$ cat config.mk
export PLATFORM = sky130hd
export DESIGN_NAME = intpol2_d4_out_stream_flat
export DESIGN_NICKNAME = d
export VERILOG_FILES = /design/src/rtl/intpol2_d4_out_stream_pkg.sv /design/src/rtl/intpol2_d4_out_stream_if.sv /design/src/rtl/intpol2_d4_out_stream_sync_ram.sv /design/src/rtl/intpol2_d4_out_stream.sv /design/src/flat_wrapper.sv
export SDC_FILE = /design/constraint.sdc
export NUM_CORES = 1
export LEC_CHECK = 0
export ABC_AREA = 1
export CORE_MARGIN = 3
export CORE_UTILIZATION = 25
export CTS_BUF_LIST = sky130_fd_sc_hd__clkbuf_4
export DETAILED_ROUTE_END_ITERATION = 10
export SLEW_MARGIN = 5
export SYNTH_ARGS = -nofsm -noshare
export SYNTH_HDL_FRONTEND = slang
export SYNTH_SLANG_ARGS = --single-unit
$ cat constraint.sdc
create_clock -name clk -period 3.6 [get_ports clk]
set_input_delay 0.72 -clock clk [delete_from_list [all_inputs] [get_ports clk]]
set_output_delay 0.72 -clock clk [all_outputs]
set_load 0.05 [all_outputs]
$ cat src/rtl/intpol2_d4_out_stream_pkg.sv
`default_nettype none
// +----------------------------------------------------------------------+
// | Module   : intpol2_d4_out_stream_pkg                                 |
// | Brief    : Shared defaults and entry-width helper for the output     |
// |            stream FIFO of the D4 interpolator.                       |
// | Revision : 1.0 - initial release                                     |
// +----------------------------------------------------------------------+
package intpol2_d4_out_stream_pkg;

  localparam int C_DATAPATH_WIDTH_DEF = 32;
  localparam int C_CONFIG_WIDTH_DEF   = 32;
  localparam int C_DEPTH_LOG2_DEF     = 4;
  localparam int C_AFULL_MARGIN_DEF   = 4;

  // A RAM entry is {last, data}: one frame-marker bit on top of the sample.
  localparam int C_ENTRY_WIDTH_DEF    = C_DATAPATH_WIDTH_DEF + 1;

  function automatic int entry_width(input int datapath_width);
    return datapath_width + 1;
  endfunction

endpackage
`default_nettype wire

$ cat src/rtl/intpol2_d4_out_stream_if.sv
`default_nettype none
// +----------------------------------------------------------------------+
// | Module   : intpol2_d4_out_stream_if                                  |
// | Brief    : AXI4-Stream style master/slave bundle (data, valid,       |
// |            ready, last) for the interpolator output stream.          |
// | Revision : 1.0 - initial release                                     |
// +----------------------------------------------------------------------+
interface intpol2_d4_out_stream_if
  import intpol2_d4_out_stream_pkg::*;
#(
  parameter int DATAPATH_WIDTH = C_DATAPATH_WIDTH_DEF
) ();

  logic [DATAPATH_WIDTH-1:0] tdata;
  logic                      tvalid;
  logic                      tready;
  logic                      tlast;

  modport master (output tdata, output tvalid, output tlast, input  tready);
  modport slave  (input  tdata, input  tvalid, input  tlast, output tready);

endinterface
`default_nettype wire

$ cat src/rtl/intpol2_d4_out_stream_sync_ram.sv
`default_nettype none
// +----------------------------------------------------------------------+
// | Module   : intpol2_d4_out_stream_sync_ram                            |
// | Brief    : Simple dual-port RAM, registered write, asynchronous read.|
// |            Contents are not reset.                                   |
// | Revision : 1.0 - initial release                                     |
// +----------------------------------------------------------------------+
module intpol2_d4_out_stream_sync_ram
  import intpol2_d4_out_stream_pkg::*;
#(
  parameter int WIDTH      = C_ENTRY_WIDTH_DEF,
  parameter int ADDR_WIDTH = C_DEPTH_LOG2_DEF
) (
  input  logic                  clk,
  input  logic                  wr_en,
  input  logic [ADDR_WIDTH-1:0] wr_addr,
  input  logic [WIDTH-1:0]      wr_data,
  input  logic [ADDR_WIDTH-1:0] rd_addr,
  output logic [WIDTH-1:0]      rd_data
);

  logic [WIDTH-1:0] r_mem [0:(1<<ADDR_WIDTH)-1];

  // Write port: one entry per enabled clock edge.
  always_ff @(posedge clk) begin
    if (wr_en) begin
      r_mem[wr_addr] <= wr_data;
    end
  end

  assign rd_data = r_mem[rd_addr];

endmodule
`default_nettype wire

$ cat src/rtl/intpol2_d4_out_stream.sv
`default_nettype none
// +----------------------------------------------------------------------+
// | Module   : intpol2_d4_out_stream                                     |
// | Brief    : Output FIFO of the D4 interpolator. Tags each written     |
// |            sample with a frame-last bit, buffers it in RAM and       |
// |            presents it on a registered stream head.                  |
// | Revision : 1.0 - initial release                                     |
// +----------------------------------------------------------------------+
module intpol2_d4_out_stream
  import intpol2_d4_out_stream_pkg::*;
#(
  parameter int DATAPATH_WIDTH = C_DATAPATH_WIDTH_DEF,
  parameter int CONFIG_WIDTH   = C_CONFIG_WIDTH_DEF,
  parameter int DEPTH_LOG2     = C_DEPTH_LOG2_DEF,
  parameter int AFULL_MARGIN   = C_AFULL_MARGIN_DEF
) (
  input  logic                       clk,
  input  logic                       rstn,
  input  logic                       clear,
  input  logic                       wr_en,
  input  logic [DATAPATH_WIDTH-1:0]  wr_data,
  input  logic [CONFIG_WIDTH-1:0]    ilen,
  output logic                       Afull,
  output logic                       full,
  output logic [DEPTH_LOG2:0]        level,
  intpol2_d4_out_stream_if.master    m_axis,
  output logic                       ovf,
  output logic                       frame_done
);

  localparam int DEPTH       = 1 << DEPTH_LOG2;
  localparam int ENTRY_WIDTH = entry_width(DATAPATH_WIDTH);
  localparam int LEVEL_WIDTH = DEPTH_LOG2 + 1;

  localparam logic [LEVEL_WIDTH-1:0]  C_DEPTH        = LEVEL_WIDTH'(DEPTH);
  localparam logic [LEVEL_WIDTH-1:0]  C_AFULL_THRESH = LEVEL_WIDTH'(DEPTH - AFULL_MARGIN);
  localparam logic [CONFIG_WIDTH-1:0] C_ONE          = CONFIG_WIDTH'(1);

  logic [DEPTH_LOG2-1:0]     r_wr_ptr;
  logic [DEPTH_LOG2-1:0]     r_rd_ptr;
  logic [LEVEL_WIDTH-1:0]    r_level;
  logic [CONFIG_WIDTH-1:0]   r_wr_cnt;
  logic                      r_out_valid;
  logic                      r_out_last;
  logic [DATAPATH_WIDTH-1:0] r_out_data;
  logic                      r_ovf;
  logic                      r_frame_done;

  logic                      w_full;
  logic                      w_wr_acc;
  logic                      w_wr_drop;
  logic                      w_pop;
  logic                      w_hs;
  logic [CONFIG_WIDTH-1:0]   w_ilen_eff;
  logic                      w_wr_last;
  logic [ENTRY_WIDTH-1:0]    w_rd_entry;

  // Flags come straight from the RAM occupancy; the head register is not counted.
  assign w_full    = (r_level == C_DEPTH);
  assign w_wr_acc  = wr_en & ~w_full;
  assign w_wr_drop = wr_en & w_full;

  // ilen = 0 behaves as a one-sample frame.
  assign w_ilen_eff = (ilen == '0) ? C_ONE : ilen;
  assign w_wr_last  = (r_wr_cnt == (w_ilen_eff - C_ONE));

  // Refill the head when it is empty or being consumed, and RAM has data.
  assign w_hs  = r_out_valid & m_axis.tready;
  assign w_pop = (~r_out_valid | m_axis.tready) & (r_level != '0);

  intpol2_d4_out_stream_sync_ram #(
    .WIDTH      (ENTRY_WIDTH),
    .ADDR_WIDTH (DEPTH_LOG2)
  ) u_ram (
    .clk     (clk),
    .wr_en   (w_wr_acc),
    .wr_addr (r_wr_ptr),
    .wr_data ({w_wr_last, wr_data}),
    .rd_addr (r_rd_ptr),
    .rd_data (w_rd_entry)
  );

  // RAM bookkeeping: pointers, occupancy and per-frame write counter.
  always_ff @(posedge clk or negedge rstn) begin
    if (!rstn) begin
      r_wr_ptr <= '0;
      r_rd_ptr <= '0;
      r_level  <= '0;
      r_wr_cnt <= '0;
    end else if (clear) begin
      r_wr_ptr <= '0;
      r_rd_ptr <= '0;
      r_level  <= '0;
      r_wr_cnt <= '0;
    end else begin
      if (w_wr_acc) begin
        r_wr_ptr <= r_wr_ptr + 1'b1;
        r_wr_cnt <= w_wr_last ? '0 : (r_wr_cnt + C_ONE);
      end
      if (w_pop) begin
        r_rd_ptr <= r_rd_ptr + 1'b1;
      end
      case ({w_wr_acc, w_pop})
        2'b10:   r_level <= r_level + 1'b1;
        2'b01:   r_level <= r_level - 1'b1;
        default: r_level <= r_level;
      endcase
    end
  end

  // Stream head register: loads from RAM, empties after a handshake.
  always_ff @(posedge clk or negedge rstn) begin
    if (!rstn) begin
      r_out_valid <= 1'b0;
      r_out_last  <= 1'b0;
      r_out_data  <= '0;
    end else if (clear) begin
      r_out_valid <= 1'b0;
      r_out_last  <= 1'b0;
      r_out_data  <= '0;
    end else if (w_pop) begin
      r_out_valid <= 1'b1;
      r_out_last  <= w_rd_entry[ENTRY_WIDTH-1];
      r_out_data  <= w_rd_entry[DATAPATH_WIDTH-1:0];
    end else if (w_hs) begin
      r_out_valid <= 1'b0;
    end
  end

  // Status: sticky overflow and a one-cycle pulse for the accepted last beat.
  always_ff @(posedge clk or negedge rstn) begin
    if (!rstn) begin
      r_ovf        <= 1'b0;
      r_frame_done <= 1'b0;
    end else if (clear) begin
      r_ovf        <= 1'b0;
      r_frame_done <= 1'b0;
    end else begin
      if (w_wr_drop) begin
        r_ovf <= 1'b1;
      end
      r_frame_done <= w_hs & r_out_last;
    end
  end

  assign Afull         = (r_level >= C_AFULL_THRESH);
  assign full          = w_full;
  assign level         = r_level;
  assign ovf           = r_ovf;
  assign frame_done    = r_frame_done;
  assign m_axis.tvalid = r_out_valid;
  assign m_axis.tlast  = r_out_last;
  assign m_axis.tdata  = r_out_data;

endmodule
`default_nettype wire
$ cat src/flat_wrapper.sv
// flat-port wrapper written by rule: the top's interface ports become plain ports
module intpol2_d4_out_stream_flat import intpol2_d4_out_stream_pkg::*;
#(
  parameter int DATAPATH_WIDTH = C_DATAPATH_WIDTH_DEF,
  parameter int CONFIG_WIDTH   = C_CONFIG_WIDTH_DEF,
  parameter int DEPTH_LOG2     = C_DEPTH_LOG2_DEF,
  parameter int AFULL_MARGIN   = C_AFULL_MARGIN_DEF
)
  (clk, rstn, clear, wr_en, wr_data, ilen, Afull, full, level, ovf, frame_done, m_axis_tdata, m_axis_tvalid, m_axis_tlast, m_axis_tready);
  intpol2_d4_out_stream_if #(.DATAPATH_WIDTH(DATAPATH_WIDTH)) m_axis_i ();
  input  logic clk;
  input  logic rstn;
  input  logic clear;
  input  logic wr_en;
  input  logic [DATAPATH_WIDTH-1:0] wr_data;
  input  logic [CONFIG_WIDTH-1:0] ilen;
  output logic Afull;
  output logic full;
  output logic [DEPTH_LOG2:0] level;
  output logic ovf;
  output logic frame_done;
  output wire logic [$bits(m_axis_i.tdata)-1:0] m_axis_tdata;
  output wire logic [$bits(m_axis_i.tvalid)-1:0] m_axis_tvalid;
  output wire logic [$bits(m_axis_i.tlast)-1:0] m_axis_tlast;
  input wire logic [$bits(m_axis_i.tready)-1:0] m_axis_tready;
  assign m_axis_tdata = m_axis_i.tdata;
  assign m_axis_tvalid = m_axis_i.tvalid;
  assign m_axis_tlast = m_axis_i.tlast;
  assign m_axis_i.tready = m_axis_tready;
  intpol2_d4_out_stream #(.DATAPATH_WIDTH(DATAPATH_WIDTH), .CONFIG_WIDTH(CONFIG_WIDTH), .DEPTH_LOG2(DEPTH_LOG2), .AFULL_MARGIN(AFULL_MARGIN)) u_core (.clk(clk), .rstn(rstn), .clear(clear), .wr_en(wr_en), .wr_data(wr_data), .ilen(ilen), .Afull(Afull), .full(full), .level(level), .m_axis(m_axis_i), .ovf(ovf), .frame_done(frame_done));
endmodule
# Word level (Yosys, flattened, before mapping)
# Memory sizes are Yosys's and may differ from the RTL's.
# Cells that the tools add are included.
dict set report totals {
  memories 1
  inputBits 69
  regBits 81
  ramBits 528
  word_cells 58
}
dict set report classes {
  reduce_logical 7
  add_sub_neg 6
  eq_ne 4
  muxes 22
  bitwise 8
  n_lt_le_gt_ge 1
}
# memory words width rd rd_clocked_by_memory_dff wr line_no
set memory_table {}
lappend memory_table {u_core.u_ram.r_mem 16 33 1 0 1 intpol2_d4_out_stream_sync_ram.sv:22} ;# logic [WIDTH-1:0] r_mem [0:(1<<ADDR_WIDTH)-1];
# cell n
set op_table {}
lappend op_table {{2-to-1 mux 32 bit} 6}
lappend op_table {{adder 32 x 1 -> 32 bit (second input constant)} 1}
lappend op_table {{equality test 32 bit} 1}
lappend op_table {{zero test 32 bit} 1}
lappend op_table {{subtractor 32 x 1 -> 32 bit (second input constant)} 1}
lappend op_table {{2-to-1 mux 4 bit} 4}
lappend op_table {{2-to-1 mux 1 bit} 10}
lappend op_table {{one-hot mux 5 bit (2 select lines)} 1}
lappend op_table {{adder 4 x 1 -> 4 bit (second input constant)} 2}
lappend op_table {{nonzero test 2 bit} 3}
lappend op_table {{nonzero test 3 bit} 2}
lappend op_table {{adder 5 x 1 -> 5 bit (second input constant)} 1}
lappend op_table {{AND 1 bit} 5}
lappend op_table {{equality test 5 bit (second input constant)} 1}
lappend op_table {{>= comparator 5 x 4 -> 1 bit (second input constant)} 1}
lappend op_table {{2-to-1 mux 5 bit} 1}
lappend op_table {{nonzero test 5 bit} 1}
lappend op_table {{subtractor 5 x 1 -> 5 bit (second input constant)} 1}
lappend op_table {{equality test 2 x 1 -> 1 bit (second input constant)} 1}
lappend op_table {{equality test 2 bit (second input constant)} 1}
lappend op_table {{NOT 1 bit} 2}
lappend op_table {{bitwise OR 1 bit} 1}

# Logic depth before layout (Yosys ltp)
dict set report depth {
  word_depth 7
  mapped_depth 21
  ltp_nobuf 20
}

# By module
# A second synthesis with hierarchy kept.
dict set report unflattened {
  hier_cells 3055
  area_unflattened_um2 28711.3
}
# module seq_area_each_um2 instances cells_each area_each_um2
set by_module_without_submodules {}
lappend by_module_without_submodules {intpol2_d4_out_stream_sync_ram 15855.2 1 2152 22580.4}
lappend by_module_without_submodules {intpol2_d4_out_stream 2026.9 1 903 6130.9}

# Worst setup path before layout
# OpenSTA, ideal clock, no wires.
dict set report synth_path {
  path_kind {register to register}
  start {register u_core.r_level[0], in the netlist u_core.level[0]}
  end {register u_core.r_level[4], in the netlist u_core.level[4]}
  period_less_slack_ns 3.483
  t_required_ns 3.471
  setup_ns 0.129
  path_stages_with_launch 15
  path_buffers 0
  setup_slack_ns 0.117
  t_arrival_ns 3.354
  path_cell_list {dfrtp_1 -> nor4_1 -> inv_2 -> nor2_1 -> inv_1 -> nand2_1 -> inv_2 -> nor2_1 -> ha_1 -> a21oi_1 -> nand2_1 -> xor2_1 -> xnor2_1 -> nand3_1 -> o21ai_0}
}
dict set report synth_between {
  elab_chain_len 6
}
# item line_no
set synth_lines {}
lappend synth_lines {{start, declared} intpol2_d4_out_stream.sv:41} ;# logic [LEVEL_WIDTH-1:0] r_level;
lappend synth_lines {{start signal, assigned} intpol2_d4_out_stream.sv:104} ;# 2'b10: r_level <= r_level + 1'b1;
lappend synth_lines {{start signal, assigned} intpol2_d4_out_stream.sv:105} ;# 2'b01: r_level <= r_level - 1'b1;
lappend synth_lines {{start signal, assigned} intpol2_d4_out_stream.sv:106} ;# default: r_level <= r_level;
lappend synth_lines {{equality test 5 bit (*)} intpol2_d4_out_stream.sv:59} ;# assign w_full = (r_level == C_DEPTH);
lappend synth_lines {{named net full} flat_wrapper.sv:18} ;# output logic full;
lappend synth_lines {{NOT 1 bit (*)} intpol2_d4_out_stream.sv:60} ;# assign w_wr_acc = wr_en & ~w_full;
lappend synth_lines {{AND 1 bit (*)} intpol2_d4_out_stream.sv:60}
lappend synth_lines {{equality test 2 x 1 -> 1 bit or equality test 2 bit (tied branches)} intpol2_d4_out_stream.sv:103} ;# case ({w_wr_acc, w_pop})
lappend synth_lines {{one-hot mux 5 bit (2 select lines)} intpol2_d4_out_stream.sv:103}
lappend synth_lines {{2-to-1 mux 5 bit} intpol2_d4_out_stream.sv:90} ;# end else if (clear) begin
# The timed path passes the listed nets; every way through them passes the cells marked *.
# A chain may end at the register's enable or synchronous reset.

# Worst setup path after layout
dict set report layout_path {
  start {register u_core.r_level[1], in the netlist u_core.level[1]}
  end {output port full}
}
dict set report layout_between {
  elab_chain_len 1
}
# item line_no
set layout_lines {}
lappend layout_lines {{equality test 5 bit} intpol2_d4_out_stream.sv:59}
lappend layout_lines {{end, declared} flat_wrapper.sv:18}
# No other way between the ends.

==> summary.md <==
| Metric | Value |
|---|---|
| Final Hold Vio Count | `0` |
| Area Growth Syn to Fin | `21.6%` |
| CTS Buf Count | `162` |
| Global route overflow | `0` |
| Crit. End Element | `primary output` |
| HP Class | `in2reg` |
| Vias | `19182` |
| Die H | `331 um` |
| Clock power frac | `29.8%` |
| Yosys warnings | `0` |
| Worst skew pair latency | `1020 ps` |
| Die Footprint | `110000 um^2` |
| Top_reg_cell synth | `edfxtp_1` |
| Reg power frac | `40.8%` |
| # IOs | `112` |
| Share of layout cells above drive strength 1 | `16.9%` |
| Clk root buf | `clkbuf_4` |
| Gpl congestion | `0.871` |
| Clock sink total | `609` |
| Final Max Slew Viols | `0` |
| Async SR Flop Fraction | `13.3%` |
| #FFs+latches synth | `609` |
| Clk buf depth | `3` |
| Clock transition at the registers of the reported paths | `60 ps` |
| Final period util | `95.0%` |
| Vias in the first global route | `18830` |
| Worst setup SP type | `flop` |
| Total power | `0.0205 W` |
| Logic pwr share | `29.5%` |
| Setup-failing EPs final | `0` |
| P_leak | `11.8 nW` |
| Cell variety after synth | `45` |
| Worst-Margin Slew | `1100 ps` |
| Drt pass-1 iters | `5` |
| Avg Inst Size Synth | `11.2 um^2` |
| # rows | `118` |
| Worst EP arrival | `2700 ps` |
| Crit-path slowest cell | `dlygate4sd2_1` |
| VDD IR max | `0.541 mV` |
| Status | `completed` |
| WP data required | `2880 ps` |
| Synthesized net count | `2435` |
| PwrDens | `638 nW/um^2` |
| CTS tree | `done` |
| Routed Antenna Nets | `0` |
| Crit-path leading delay family | `buffers and inverters` |
| Via/cell ratio | `4.64` |
| DRC violations left | `0` |
| Setup tns final | `0 ps` |
| Sequential area share after synthesis | `67.6%` |
| Sw Share | `36.4%` |
| Drt wl/cell | `18.3 um` |
| Mapped cell area | `26500 um^2` |
| # Max-Cap Violations | `0` |
| Critical path, cell by cell | `nor4_1 > inv_2 > nor2_1 > dlygate4sd2_1` |
| IO buf count | `111` |
| Initial antenna violation count | `8` |
| GRT Total Usage | `13.5%` |
| Fin nets | `2701` |
| Skew final | `79.8 ps` |
| Initial Util | `25.4%` |
| Fin crit period | `3420 ps` |
| Post-synthesis cell count | `2355` |
| Cell-internal power | `0.0131 W` |
| P_sw | `0.00747 W` |
| Core Region | `104000 um^2` |
| WS Path Type | `reg2out` |
| H-tree depth | `4` |
| Detail Placement HPWL | `44000 um` |
| Crit path buffers/inverters | `2` |
| Largest net degree at the start of global routing | `113` |
| Crit Path Max Fanout | `5` |
| First-pass GRT wire length | `114000 um` |
| Post-synth EDFFs | `528` |
| Slew margin rel. | `26.4%` |
| Die width | `331 um` |
| FMAX | `0.292 GHz` |
| Max incr delay on CP | `560 ps` |
| Initial DRC count | `1620` |
| Routed wire length | `75700 um` |
## cells in the final DEF, fill, tap and decap left out, drive strengths merged, types with 74 or more instances in the layout
cell | netlist | layout
o21ai | 199 | 199
nand2 | 472 | 472
edfxtp | 528 | 528
nand3 | 130 | 130
nand4 | 74 | 74
dfrtp | 81 | 81
a21oi | 89 | 89
inv | 144 | 151
nor2 | 264 | 264
clkdlybuf4s50 | 0 | 109
clkbuf | 112 | 238
buf | 20 | 123
## registers in the layout (all words and copies together) (netlist names)
register / count
u_core.m_axis.tdata: 32
u_core.frame_done: 1
u_core.r_wr_ptr: 4
u_core.u_ram.r_mem: 528
u_core.m_axis.tlast: 1
u_core.m_axis.tvalid: 1
u_core.r_wr_cnt: 32
u_core.level: 5
u_core.r_rd_ptr: 4
u_core.ovf: 1
## kinds of logic after synthesis
family,Yosys count,synth area share [%]
and+or+nand+nor,974,16.2
DFF,609,67.6
AOI/OAI and AO/OA,407,9.08
buffers and inverters,280,4.12
xor gates and xnor gates,74,2.45
adders and majority gates,11,0.548
## timing repair
action | in CTS | in global routing
hold buffers | 1 | 0
buffers inserted | 0 | 0
endpoints found under the hold margin | 81 | 0
setup endpoints to repair | 1 | 0
resized for setup | 1 | 0
## cell usage after synthesis (12+ instances only)
library cell / number / area share (%)
o41ai_1: 13 / 0.43
xor2_1: 49 / 1.6
clkbuf_1: 112 / 1.6
dfrtp_1: 81 / 7.7
edfxtp_1: 528 / 60
a221oi_1: 14 / 0.46
inv_2: 12 / 0.17
nand3_1: 123 / 2.3
xnor2_1: 25 / 0.83
nor3_1: 15 / 0.28
nor2_1: 244 / 3.5
nand4_1: 72 / 1.7
o22ai_1: 25 / 0.59
nor2_2: 14 / 0.33
o221ai_1: 43 / 1.4
inv_1: 132 / 1.9
nand2_1: 464 / 6.6
a21oi_1: 89 / 1.7
o21ai_0: 196 / 3.7
## path summary, 6_finish.rpt
kind / start / depth (start not counted) / end / slack [ps]
max reg2reg: u_core.level[1] / 14 / u_core.level[4] / 620
min in group asynchronous: rstn / 3 / u_core.m_axis.tdata[17] / 380
max: u_core.level[1] / 4 / full / 180
min: m_axis_tready / 3 / u_core.frame_done / 350
min reg2reg: u_core.ovf / 2 / u_core.ovf / 500
max in group asynchronous: rstn / 3 / u_core.m_axis.tdata[11] / 2770
## power groups by stage
stage          combinational (W)  clock, W  sequential [W]
3_3_place_gp             0.00607         0         0.00852
3_5_place_dp             0.00612         0         0.00852
6_report                 0.00605   0.00612         0.00837
2_1_floorplan            0.00305         0         0.00912
4_1_cts                  0.00613   0.00630         0.00837
5_1_grt                  0.00662   0.00670         0.00841
## routing by layer
| layer | share of wire [%] | track usage (%) | vias to the layer above |
|---|---|---|---|
| li1 | - | - | 9029 |
| met1 | 43 | 17.7 | 9338 |
| met2 | 48 | 21.8 | 686 |
| met3 | 7.3 | 3.15 | 125 |
| met4 | 1.9 | 4.57 | 4 |
| met5 | 0.036 | 0 | - |
## tightest hold or removal path, delay by kind of cell
family                 cells  cell delay (ps)
and+or+nand+nor            2              130
buffers and inverters      1              420
## through the flow
stage	instances	cell area [um^2]	hold WS (ps)	utilization (%)	setup WS (ps)
after global placement	3836	30000	483	28.8	-321
after global routing	4131	32200	277	30.9	-7.16
after detailed placement	3836	30000	493	28.8	-347
final	4135	32200	352	30.9	180
after CTS	4127	32200	230	30.9	42.2
after floorplan	2355	26500	424	-	117
## area by class of cell
type | instances | area, um^2
sequential | 609 | 17900
clock buffer | 238 | 1790
timing repair buffer | 234 | 2230
tap | 1380 | 1730
clock inverter | 52 | 322
multi-input combinational | 1466 | 7640
fill | 10754 | 72100
inverter | 148 | 561
antenna | 8 | 20.0
No activity file was read; power rests on OpenSTA's default activity.
